[config.mk]
export PLATFORM = sky130hd
export DESIGN_NAME = id_inst_queue
export DESIGN_NICKNAME = d
export VERILOG_FILES = /design/src/rtl/id_inst_queue.sv
export SDC_FILE = /design/constraint.sdc
export NUM_CORES = 1
export LEC_CHECK = 0
export BUFFER_PORTS_ARGS = -buffer_cell sky130_fd_sc_hd__buf_2
export CORE_MARGIN = 4
export CORE_UTILIZATION = 45
export CTS_CLUSTER_DIAMETER = 40
export DETAILED_ROUTE_END_ITERATION = 10
export GPL_TIMING_DRIVEN = 0
export PLACE_DENSITY = 0.75
export SYNTH_ARGS = -nofsm -noshare
export SYNTH_HDL_FRONTEND = slang
export SYNTH_SLANG_ARGS = --single-unit
export TNS_END_PERCENT = 50
[constraint.sdc]
create_clock -name clk -period 2.88 [get_ports clk]
set_input_delay 0.432 -clock clk [delete_from_list [all_inputs] [get_ports clk]]
set_output_delay 0.432 -clock clk [all_outputs]
set_load 0.02 [all_outputs]
[src/rtl/id_inst_queue.sv]
// Decoupling {pc, inst} queue between IF and ID with a load-use interlock
// on the head instruction and a saturating count of interlock stall cycles.
module id_inst_queue #(
    parameter int unsigned DEPTH    = 4,
    parameter int unsigned LOAD_LAT = 2,
    parameter int unsigned CNT_W    = 16
) (
    input  logic             clk,
    input  logic             rst,
    input  logic             in_valid,
    input  logic [31:0]      in_pc,
    input  logic [31:0]      in_inst,
    output logic             in_ready,
    output logic             id_valid,
    output logic [31:0]      id_pc,
    output logic [31:0]      id_inst,
    input  logic             id_ready,
    input  logic             flush,
    output logic             stallreq,
    output logic [CNT_W-1:0] stall_cnt
);

    localparam int unsigned PTR_W = (DEPTH > 1) ? $clog2(DEPTH) : 1;
    localparam int unsigned CQ_W  = $clog2(DEPTH + 1);

    logic [31:0]     pc_mem   [DEPTH];
    logic [31:0]     inst_mem [DEPTH];
    logic [PTR_W-1:0] wr_ptr;
    logic [PTR_W-1:0] rd_ptr;
    logic [CQ_W-1:0]  count;

    logic [LOAD_LAT-1:0] sb_valid;
    logic [4:0]          sb_reg [LOAD_LAT];

    logic       empty;
    logic       push;
    logic       pop;
    logic       hazard;
    logic [5:0] opcode;
    logic [4:0] rs;
    logic [4:0] rt;
    logic       uses_rs;
    logic       uses_rt;
    logic       is_load;

    // Queue status and handshakes; a flush swallows any same-cycle push.
    always_comb begin
        empty    = (count == '0);
        in_ready = (count != CQ_W'(DEPTH));
        push     = in_valid & in_ready & ~flush;
        pop      = id_valid & id_ready;
    end

    // First-word-fall-through head view, zeroed while empty.
    always_comb begin
        id_pc   = '0;
        id_inst = '0;
        if (!empty) begin
            id_pc   = pc_mem[rd_ptr];
            id_inst = inst_mem[rd_ptr];
        end
    end

    // Register-use decode of the head instruction.
    always_comb begin
        opcode  = id_inst[31:26];
        rs      = id_inst[25:21];
        rt      = id_inst[20:16];
        uses_rs = !((opcode == 6'b000010) || (opcode == 6'b000011) || (opcode == 6'b001111));
        uses_rt = (opcode == 6'b000000) || (opcode == 6'b000100) || (opcode == 6'b000101)
                  || (opcode[5:3] == 3'b101);
        is_load = (opcode[5:3] == 3'b100);
    end

    // Hazard against any pending load destination; $0 never interlocks.
    always_comb begin
        hazard = 1'b0;
        for (int k = 0; k < int'(LOAD_LAT); k++) begin
            if (sb_valid[k] && (sb_reg[k] != 5'd0) &&
                ((uses_rs && (sb_reg[k] == rs)) || (uses_rt && (sb_reg[k] == rt)))) begin
                hazard = 1'b1;
            end
        end
        hazard   = hazard & ~empty;
        id_valid = ~empty & ~hazard;
        stallreq = hazard;
    end

    // Entry storage needs no reset: the head view is gated by count.
    always_ff @(posedge clk) begin
        if (push) begin
            pc_mem[wr_ptr]   <= in_pc;
            inst_mem[wr_ptr] <= in_inst;
        end
    end

    // Pointers and occupancy; flush empties the queue but lets a pop issue.
    always_ff @(posedge clk or posedge rst) begin
        if (rst) begin
            wr_ptr <= '0;
            rd_ptr <= '0;
            count  <= '0;
        end else if (flush) begin
            wr_ptr <= '0;
            rd_ptr <= '0;
            count  <= '0;
        end else begin
            if (push) wr_ptr <= wr_ptr + PTR_W'(1);
            if (pop)  rd_ptr <= rd_ptr + PTR_W'(1);
            case ({push, pop})
                2'b10:   count <= count + CQ_W'(1);
                2'b01:   count <= count - CQ_W'(1);
                default: count <= count;
            endcase
        end
    end

    // Load scoreboard shift chain; issued loads survive a flush.
    always_ff @(posedge clk or posedge rst) begin
        if (rst) begin
            sb_valid <= '0;
            for (int k = 0; k < int'(LOAD_LAT); k++) sb_reg[k] <= 5'd0;
        end else begin
            for (int k = int'(LOAD_LAT) - 1; k > 0; k--) begin
                sb_valid[k] <= sb_valid[k-1];
                sb_reg[k]   <= sb_reg[k-1];
            end
            if (pop && is_load && (rt != 5'd0)) begin
                sb_valid[0] <= 1'b1;
                sb_reg[0]   <= rt;
            end else begin
                sb_valid[0] <= 1'b0;
                sb_reg[0]   <= 5'd0;
            end
        end
    end

    // Saturating interlock stall counter.
    always_ff @(posedge clk or posedge rst) begin
        if (rst) begin
            stall_cnt <= '0;
        end else if (stallreq && !(&stall_cnt)) begin
            stall_cnt <= stall_cnt + CNT_W'(1);
        end
    end

endmodule

==> results of run 1 <==
## power by group through the flow
stage          combinational [W]  sequential [W]  clock (W)
2_1_floorplan            0.00248         0.00498          0
3_3_place_gp             0.00358         0.00500          0
3_5_place_dp             0.00365         0.00500          0
4_1_cts                  0.00417         0.00493    0.00492
5_1_grt                  0.00475         0.00495    0.00511
6_report                 0.00442         0.00493    0.00480
## metal layers
layer	up-vias	part of all wire (%)	routed length [µm]
li1	3016	-	-
met4	6	3.4	895
met3	82	7.6	2000
met1	3446	39	10300
met5	-	0.13	35
met2	291	50	13000
## through the flow
stage | utilization (%) | hold slack (ns) | TNS [ns] | total power, W | setup slack (ns)
floorplan | - | 0.395 | -0.674 | 0.00746 | -0.222
global placement | 50.1 | 0.459 | -26.40 | 0.00858 | -0.800
detailed placement | 50.7 | 0.455 | -25.15 | 0.00865 | -0.849
CTS | 57.6 | 0.0990 | -6.53 | 0.0140 | -0.592
global route | 59.0 | 0.108 | -20.12 | 0.0148 | -0.935
finish | 59.0 | 0.123 | -15.36 | 0.0142 | -0.804
## logic make-up after synthesis
logic type	synth area share (%)
buffers and inverters	1.93
AO/OA/AOI/OAI	3.10
XOR/XNOR	1.63
multiplexers	13.0
AND/OR/NAND/NOR	7.34
flip-flops	72.3
adder cells (fa/ha/maj)	0.698
## cell usage in the layout (no fill, tap or decap), drive strengths merged, types with 5 or more instances in the layout
cell	netlist	layout
o21ai	7	7
ha	5	5
a21oi	8	8
nor3	7	7
buf	13	200
inv	24	29
nand4	6	6
mux4	64	64
nand3	12	12
clkbuf	17	62
nor2	22	22
clkinv	0	11
dfrtp	35	35
edfxtp	256	256
mux2i	7	7
bufinv	0	5
xnor2	19	19
and3	5	5
nand2	15	15
and2	62	62
## what timing repair did
action                                  CTS  global route
pin swaps                                21            17
endpoints found under the setup margin   83            79
endpoints found under the hold margin    12             0
resized for setup                       105            46
setup buffers                            15            13
cloned                                    1             4
hold buffers                              1             0
## cells in the mapped netlist (all sizes together) (4+ instances only)
cell | number | area share (%)
a211oi | 4 | 0.25
inv | 24 | 0.76
xnor2 | 19 | 1.4
mux4 | 64 | 12
nand4 | 6 | 0.32
and4 | 4 | 0.30
nand2 | 15 | 0.48
and3 | 5 | 0.26
nor3 | 7 | 0.30
ha | 5 | 0.53
nor2 | 22 | 0.70
mux2i | 7 | 0.59
nand2b | 4 | 0.21
and2 | 62 | 3.3
a21oi | 8 | 0.43
dfrtp | 35 | 7.4
nor3b | 4 | 0.25
edfxtp | 256 | 65
nand3 | 12 | 0.63
clkbuf | 17 | 0.54
o21ai | 7 | 0.33
buf | 13 | 0.63
## final cells by class
type / instances / area (µm²) / share of cell area, %
Sequential cell: 291 / 8570 / 55.9
Multi-Input combinational cell: 298 / 3340 / 21.8
Timing Repair Buffer: 189 / 1260 / 8.20
Clock buffer: 45 / 1020 / 6.65
Tap cell: 335 / 419 / 2.73
Buffer: 29 / 344 / 2.24
Clock inverter: 24 / 299 / 1.95
Inverter: 24 / 90.1 / 0.587
## how the worst max path moves through the flow
stage,from,end,slack [ns],depth (start not counted)
2_1_floorplan,rd_ptr[0],count[2],-0.22,12
3_3_place_gp,count[0],count[2],-0.80,13
3_5_place_dp,count[0],count[2],-0.85,14
4_1_cts,rd_ptr[0],id_valid,-0.59,9
5_1_grt,rd_ptr[0],id_valid,-0.94,11
6_report,rd_ptr[0],id_valid,-0.80,11
==> metrics.md, run 1 <==
| Metric | Value |
|---|---|
| Power per Cell Area | 923 nW/µm² |
| Gr busiest metal | met2 |
| DRC viols | 0 |
| Gpl congestion | around 0.85 |
| Gate power share | a little under a third |
| Crit-path max FO | 8 |
| Initial Utilization | between 40% and 50% |
| M2 GR Usage | just under 30% |
| Biggest regs | inst_mem (128), pc_mem (128), stall_cnt (16) |
| Internal power | roughly 0.01 W |
| Cell area after synthesis | around 12000 µm² |
| Register share of total power | about a third |
| ANT cells | 0 |
| Crit path max-delay family | compound AO/OA/AOI/OAI gates |
| Register area share after synthesis | between 70% and 80% |
| DP HPWL | 15.8 mm |
| Worst R2R Setup Slack | -0.70 ns |
| RSZ-0062 raised after global routing | true |
| Worst path required time | roughly 2.5 ns |
| Worst skew pair latency | between 0.5 and 0.6 ns |
| Crit path buffers/inverters | 4 |
| Grt met1 use | 22.4% |
| Final Net Count | about 950 |
| Status | finished with violations |
| Worst VDD drop | between 600 and 700 µV |
| Wirelength, routed | 26.2 mm |
| Worst-path clk slew | roughly 0.050 ns |
| CTS tree | built |
| Worst Max-Slew Pin Slew | roughly 0.63 ns |
| CP Launch Type | flip-flop |
| Routed Antenna Nets | 0 |
| Drt via density | 5.54 |
| First DRT Iteration DRCs | between 400 and 500 |
| Core Box Area | 26000 µm² |
| Asr flop ratio synth | 12.0% |
| Largest net degree at the start of global routing | 51 |
| Critical Path Slowest Stage Cell | mux4_2 |
| Sw frac | between 30% and 40% |
| Main flop type after synthesis | edfxtp_1 |
| Area delta synth->final | 29.6% |
| Yosys warns | 0 |
| Die Y | 170 µm |
| Mapped Cells | 643 |
| R2r startpoint | rd_ptr[0] |
| # setup viols final | 29 |
| Post-DP Area | around 13000 µm² |
| Via count | between 6k and 7k |
| Clk pwr share | about a third |
| Tmin final | about 3.7 ns |
| MaxCap Viol Count | 0 |
| # rows | between 50 and 60 |
| Syn nets | between 700 and 800 |
| CP endpoint kind | output port |
| Worst Hold End | pc_mem[1][21] |
| I/O Buffers | 150 |
| Die ar. | 29000 µm² |
| Yosys cell types | 55 |
| Initial antenna violation count | 3 |
| Final Skew | around 0.016 ns |
| Most common cell on crit path | buf_4 |
| Gr usage total | about 18% |
| WHS Path Cells | 1 |
| CTS H-tree depth | 2 |
| Drt pass-1 iters | 5 |
| Average routed wire per standard cell | roughly 21 µm |
| Layout cells sized above 1 | 43.4% |
| Max Freq | between 200 and 300 MHz |
| Critical path cell sequence | buf_8, buf_12, mux4_2, buf_4, o21ai_0, nand2_1, a2111oi_4, o21ai_4, nand2_2, nor2_1, buf_4 |
| CP max stage delay | 0.59 ns |
| Setup slack after layout | -0.804 ns |
| IO Pins | roughly 150 |
| Synth Register Bits | about 290 |
| Vias in the first global route | 7214 |
| Root buffer cell | clkbuf_16 |
| Post-route insts no fill | roughly 1.2k |
| Worst EP arrival | 3.25 ns |
| Final hold viol count | 0 |
| Hold Path Class | primary input to flip-flop |
| Placed cells | between 1k and 1.5k |
| Clk sink count | just under 300 |
| Fin crit share | 128% |
| Post-synth EDFFs | around 260 |
| P_sw | about 0.0043 W |
| Global-route wire length before repair | around 40 mm |
| Static leakage | 5.62 nW |
| Hold_sp | in_pc[21] |
| # fillers | 1902 |
| Average instance area after synthesis | roughly 18 µm² |
| Max clock buf depth | 3 |
| CTS buffer count | 39 |
| FF-to-FF End | stall_cnt[8] |
| Critical path class | flip-flop to output port |
| Failing checks | setup timing |
| Met3 usage | slightly above 5% |
| Die extent in x | approximately 170 µm |
| Slew headroom | around 58% |
| Max Transition Viols Final | 0 |
| Fin area | 15300 µm² |
| Worst Reg-to-Reg Cells | 14 |
| Overflow after GRT | 0 |
No activity file was read; power rests on OpenSTA's default activity.
==> inputs of run 2 (changes only) <==
Settings changed: BUFFER_PORTS_ARGS -buffer_cell sky130_fd_sc_hd__buf_2 to default, CORE_ASPECT_RATIO from default to 2, DONT_BUFFER_PORTS from default to 1, PLACE_DENSITY 0.75 to 0.7.
==> metrics.md, run 2 (same netlist as run 1, synthesis figures left out) <==
| Metric | Value |
|---|---|
| Gpl congestion | 0.828 |
| IO Pins | 152 |
| I/O Buffers | 0 |
| Wirelength, routed | ~26 mm |
| RSZ-0062 raised after global routing | true |
| Most common cell on crit path | buf_6 |
| Average routed wire per standard cell | about 23 µm |
| CP endpoint kind | flip-flop |
| Clk sink count | just under 300 |
| Commonest non-fill, non-tap cell in the layout | edfxtp_1 |
| Placement Setup Slack | -1.00 ns |
| Static leakage | 4.89 nW |
| Commonest cells after routing, fill and taps aside | edfxtp_1 (256), dlygate4sd3_1 (65), mux4_2 (64) |
| Power per Cell Area | approximately 840 nW/µm² |
| Crit path max-delay family | compound AO/OA/AOI/OAI gates |
| MaxCap Viol Count | 0 |
| Worst VDD drop | 818 µV |
| Worst path required time | around 3.3 ns |
| Die Y | roughly 240 µm |
| Global-route wire length before repair | roughly 40 mm |
| Hold Path Class | primary input to flip-flop |
| # setup viols final | between 40 and 50 |
| Fin crit share | 123% |
| CTS H-tree depth | 1 |
| Slew headroom | about half |
| CP Launch Type | flip-flop |
| Overflow after GRT | 0 |
| Max Freq | 282 MHz |
| Worst Max-Slew Pin Slew | roughly 0.8 ns |
| Via count | 6415 |
| Max Transition Viols Final | 0 |
| Worst-path clk slew | around 0.070 ns |
| DRC viols | 0 |
| Overall Power | approximately 0.012 W |
| Final Skew | between 0.01 and 0.015 ns |
| Layout cells sized above 1 | ~28% |
| Worst skew pair latency | 0.54 ns |
| Initial Utilization | roughly 46% |
| Biggest regs | inst_mem (128), pc_mem (128), stall_cnt (16) |
| Vias in the first global route | 7010 |
| Largest net degree at the start of global routing | 37 |
| Drt via density | 5.67 |
| Area delta synth->final | 22.5% |
| Drt pass-1 iters | 6 |
| Root buffer cell | clkbuf_16 |
| Setup slack after layout | -0.661 ns |
| Final hold viol count | 0 |
| DP HPWL | between 15 and 20 mm |
| CTS tree | built |
| Max clock buf depth | 3 |
| Status | finished with violations |
| Critical path cell sequence | buf_6, buf_12, buf_6, mux4_2, xnor2_2, nand3_2, o2111ai_4, buf_6, o211ai_1, or3_4, fa_2, a211oi_2, o21ai_1, nor3b_2 |
| # rows | 83 |
| First DRT Iteration DRCs | about 350 |
| CP max stage delay | ~0.55 ns |
| Tmin final | between 3 and 4 ns |
| Crit path buffers/inverters | 4 |
| Critical path class | flip-flop to flip-flop |
| Crit-path max FO | 8 |
| TNS Setup | -10.16 ns |
| Gr usage total | between 10% and 20% |
| Die ar. | slightly below 30000 µm² |
| Core Box Area | ~26000 µm² |
| Routed Antenna Nets | 0 |
| Worst EP arrival | roughly 4.0 ns |
| Final Net Count | 845 |
| Critical Path Slowest Stage Cell | mux4_2 |
| Failing checks | setup timing |
| Initial antenna violation count | 2 |
| CTS buffer count | 28 |
| Die extent in x | roughly 120 µm |
[run 2: cell types whose count changed in the layout (fill, tap and decap cells not counted), sizes merged]
cell / change
diode: +1
inv: -2
dlygate4sd3: +64
clkinv: -2
buf: -150
bufinv: -4
clkbuf: -18
clkinvlp: +2
[run 2: what timing repair did]
action / in CTS / in global routing
hold buffers: 64 / 1
gates cloned: 0 / 1
setup buffers: 17 / 10
pin swaps: 13 / 14
setup endpoints to repair: 87 / 82
hold endpoints to repair: 256 / 35
gates resized for setup: 81 / 54
[run 2: per-layer routing]
layer	wire, µm	track usage (%)	vias up
met4	835	6.70	2
li1	-	-	2783
met3	1510	3.64	55
met2	15000	33.9	230
met1	8950	19.3	3345
met5	13	0	-
[run 2: worst reg2reg max path: cells and delay by family (launching register included)]
| family | cells | cell delay (ns) |
|---|---|---|
| AOI/OAI and AO/OA | 4 | 0.74 |
| and+or+nand+nor | 3 | 0.71 |
| muxes | 1 | 0.55 |
| buffers and inverters | 4 | 0.53 |
| adders and majority gates | 1 | 0.36 |
| DFF | 1 | 0.34 |
| xor gates and xnor gates | 1 | 0.20 |
[run 2: layout make-up]
cell class | count | area, µm²
inverter | 24 | 90.1
timing repair buffer | 97 | 967
tap | 340 | 425
clock buffer | 32 | 737
multi-input combinational | 298 | 3280
clock inverter | 18 | 175
antenna | 1 | 2.50
buffer | 30 | 258
fill | 1955 | 11400
sequential | 291 | 8560
[run 2: metrics by stage]
step | cells | utilization, % | hold slack (ns) | instance area, µm²
5_1_grt | 1131 | 56.1 | 0.226 | 14500
4_1_cts | 1118 | 55.1 | 0.199 | 14300
3_5_place_dp | 987 | 47.8 | 0.458 | 12400
2_1_floorplan | 643 | - | 0.395 | 11900
3_3_place_gp | 983 | 47.5 | 0.454 | 12300
6_report | 1131 | 56.1 | 0.225 | 14500
[run 2: final timing paths]
check	start	endpoint	slack (ns)	depth (start not counted)
max reg2reg	rd_ptr[0]	count[2]	-0.66	14
min in group asynchronous	rst	sb_reg[6]	0.50	2
max	rd_ptr[0]	count[2]	-0.66	14
min reg2reg	sb_reg[8]	sb_reg[3]	0.49	0
max in group asynchronous	rst	count[0]	1.84	2
min	in_valid	wr_ptr[1]	0.23	3
[run 2: power breakdown]
group	switching (W)	internal (W)
combinational	0.00228	0.00148
sequential	0.0000976	0.00483
clock	0.00158	0.00197
total	0.00396	0.00828
==> inputs of run 3 (changes only) <==
Settings changed: ABC_AREA from default to 1, PLACE_DENSITY 0.7 to 0.68.
==> metrics.md, run 3 <==
| Metric | Value |
|---|---|
| Status | finished with violations |
| Failing checks | setup timing |
| CTS H-tree depth | 1 |
| Overall Power | about 0.013 W |
| Die Y | ~240 µm |
| First DRT Iteration DRCs | 470 |
| Register area share after synthesis | approximately 70% |
| MaxCap Viol Count | 0 |
| Worst-path clk slew | 0.06 ns |
| Commonest cells after routing, fill and taps aside | edfxtp_1 (256), nor2_1 (228), nand2_1 (130) |
| Worst R2R Setup Slack | -0.15 ns |
| Hold_sp | flush |
| Wirelength, routed | a little over 30 mm |
| R2r startpoint | count[2] |
| Layout cells sized above 1 | 18.6% |
| Worst path required time | around 3.3 ns |
| Average routed wire per standard cell | roughly 19 µm |
| Worst Max-Slew Pin Slew | 0.776 ns |
| I/O Buffers | 0 |
| Final Net Count | between 1k and 1.5k |
| Final Skew | approximately 0.017 ns |
| Max Freq | ~330 MHz |
| Fin Hold WS | around 0.053 ns |
| Gr usage total | between 20 and 25% |
| Mapped Cells | ~1.1k |
| RSZ-0062 raised after global routing | true |
| Post-synth EDFFs | between 200 and 300 |
| Top cell type's share of synthesized area | a little over three fifths |
| Slew headroom | 48.2% |
| DP HPWL | 20.1 mm |
| Overflow after GRT | 0 |
| Yosys warns | 0 |
| Yosys cell types | 35 |
| Critical path class | flip-flop to flip-flop |
| Initial Utilization | 45.9% |
| Placement Setup Slack | -0.728 ns |
| Max clock buf depth | 3 |
| Most common cell in the netlist | edfxtp_1 |
| Fin crit share | 105% |
| Tmin final | ~3.0 ns |
| Met3 usage | 3.72% |
| Gpl congestion | between 0.8 and 0.9 |
| Worst EP arrival | 3.45 ns |
| Main flop type after synthesis | edfxtp_1 |
| # rows | between 80 and 90 |
| Worst Reg-to-Reg Cells | 20 |
| Setup slack after layout | -0.147 ns |
| Synth Register Bits | between 200 and 300 |
| TNS Setup | -0.199 ns |
| Gr busiest metal | met2 |
| Final hold viol count | 0 |
| Crit-path max FO | 5 |
| Largest net degree at the start of global routing | 36 |
| Global-route wire length before repair | between 40 and 50 mm |
| Core Box Area | approximately 26000 µm² |
| CTS tree | built |
| Die ar. | about 30000 µm² |
| Hold Path Class | primary input to flip-flop |
| Biggest regs | inst_mem (128), pc_mem (128), stall_cnt (16) |
| Drt pass-1 iters | 5 |
| Routed Antenna Nets | 0 |
| Cell area after synthesis | between 10000 and 15000 µm² |
| Vias in the first global route | between 8k and 9k |
| Commonest cells in the synthesized netlist | edfxtp_1 (256), nor2_1 (241), nand2_1 (151), o21ai_0 (108), inv_1 (91) |
| Clk sink count | between 200 and 300 |
| Synth top area cells | edfxtp_1 (63%), nor2_1 (7.4%), dfrtp_1 (7.2%) |
| CP Launch Type | flip-flop |
| Worst VDD drop | roughly 880 µV |
| Root buffer cell | clkbuf_16 |
| IO Pins | around 150 |
| # setup viols final | 2 |
| Static leakage | 5.79 nW |
| DRC viols | 0 |
| Via count | 8416 |
| Grt met1 use | roughly a fifth |
| WHS Path Cells | 3 |
| Worst Hold End | count[0] |
| Max Transition Viols Final | 0 |
| CP endpoint kind | flip-flop |
| Average instance area after synthesis | roughly 11 µm² |
| Worst skew pair latency | around 0.54 ns |
| Area delta synth->final | 24.6% |
| Commonest non-fill, non-tap cell in the layout | edfxtp_1 |
| Asr flop ratio synth | between 10% and 20% |
| Final core utilization | between 50% and 60% |
| Die extent in x | 124 µm |
| Cell taking the most area after synthesis | edfxtp_1 |
| FF-to-FF End | count[2] |
| M2 GR Usage | between 30 and 40% |
| Drt via density | 5.30 |
| CTS buffer count | 28 |
| Syn nets | roughly 1.2k |
| Power per Cell Area | 889 nW/µm² |
| Initial antenna violation count | 1 |
## run 3: worst max-delay path by stage
| stage | to | slack (ns) | from | cells past startpoint |
|---|---|---|---|---|
| 2_1_floorplan | inst_mem[0][0] | -0.33 | count[1] | 6 |
| 3_3_place_gp | pc_mem[3][13] | -2.06 | count[0] | 6 |
| 3_5_place_dp | count[2] | -0.73 | rd_ptr[1] | 18 |
| 4_1_cts | count[2] | -0.17 | rd_ptr[0] | 20 |
| 5_1_grt | count[2] | -0.23 | count[2] | 20 |
| 6_report | count[2] | -0.15 | count[2] | 20 |
## run 3: metrics by stage
step | std cells | cell area, µm²
after floorplan | 1096 | 12200
after global placement | 1440 | 12600
after detailed placement | 1448 | 12800
after CTS | 1575 | 14700
after global routing | 1587 | 15100
final | 1588 | 15100
## run 3: logic make-up (layout without fill, tap and decap cells)
kind of cell | Yosys count | after routing | synth area share [%]
DFF | 291 | 291 | 70.5
AOI/OAI and AO/OA | 168 | 168 | 7.01
buffers and inverters | 142 | 289 | 4.62
and+or+nand+nor | 476 | 476 | 16.3
xor gates and xnor gates | 13 | 13 | 0.937
other | 0 | 1 | 0
adders and majority gates | 6 | 6 | 0.680
## run 3: routing by layer
metal / up-vias / share of wire (%)
met3: 78 / 5.0
met4: 0 / 4.4
met5: - / 0
met2: 279 / 57
li1: 3958 / -
met1: 4101 / 34
## run 3: power breakdown
part / switching [W] / internal, W
clock: 0.00155 / 0.00204
sequential: 0.0000977 / 0.00484
combinational: 0.00343 / 0.00149
total: 0.00508 / 0.00838
## run 3: what timing repair did
action	CTS	global route
setup endpoints to repair	61	90
pin swaps	11	27
endpoints found under the hold margin	291	0
buffers inserted	10	9
hold buffers	65	0
cloned	1	3
resized for setup	97	95
## run 3: area by class of cell
| type | count | area, µm² |
|---|---|---|
| diodes | 1 | 2.50 |
| plain buffers | 50 | 362 |
| clock buffers | 31 | 733 |
| clock inverters | 20 | 184 |
| fillers | 2129 | 11300 |
| inverters | 92 | 350 |
| multi-input cells | 663 | 3460 |
| flip-flops and latches | 291 | 8570 |
| well taps | 344 | 430 |
| repair buffers | 96 | 1050 |
## run 3: critical path, stage by stage (launching register included)
cell and delay [ns]:
dfrtp_2 0.43, nor3_4 0.33, inv_4 0.11, clkbuf_16 0.20, nand2_4 0.09, nand2_1 0.05
o21ai_1 0.07, nor2_1 0.05, nand3_1 0.09, nand2_2 0.09, nand2_2 0.09, nand2_4 0.11
nor2_4 0.25, nand3_4 0.11, fa_2 0.37, xnor2_2 0.15, inv_1 0.06, nand4_1 0.09
nand2_1 0.06, nand2_1 0.07, nand2_1 0.06
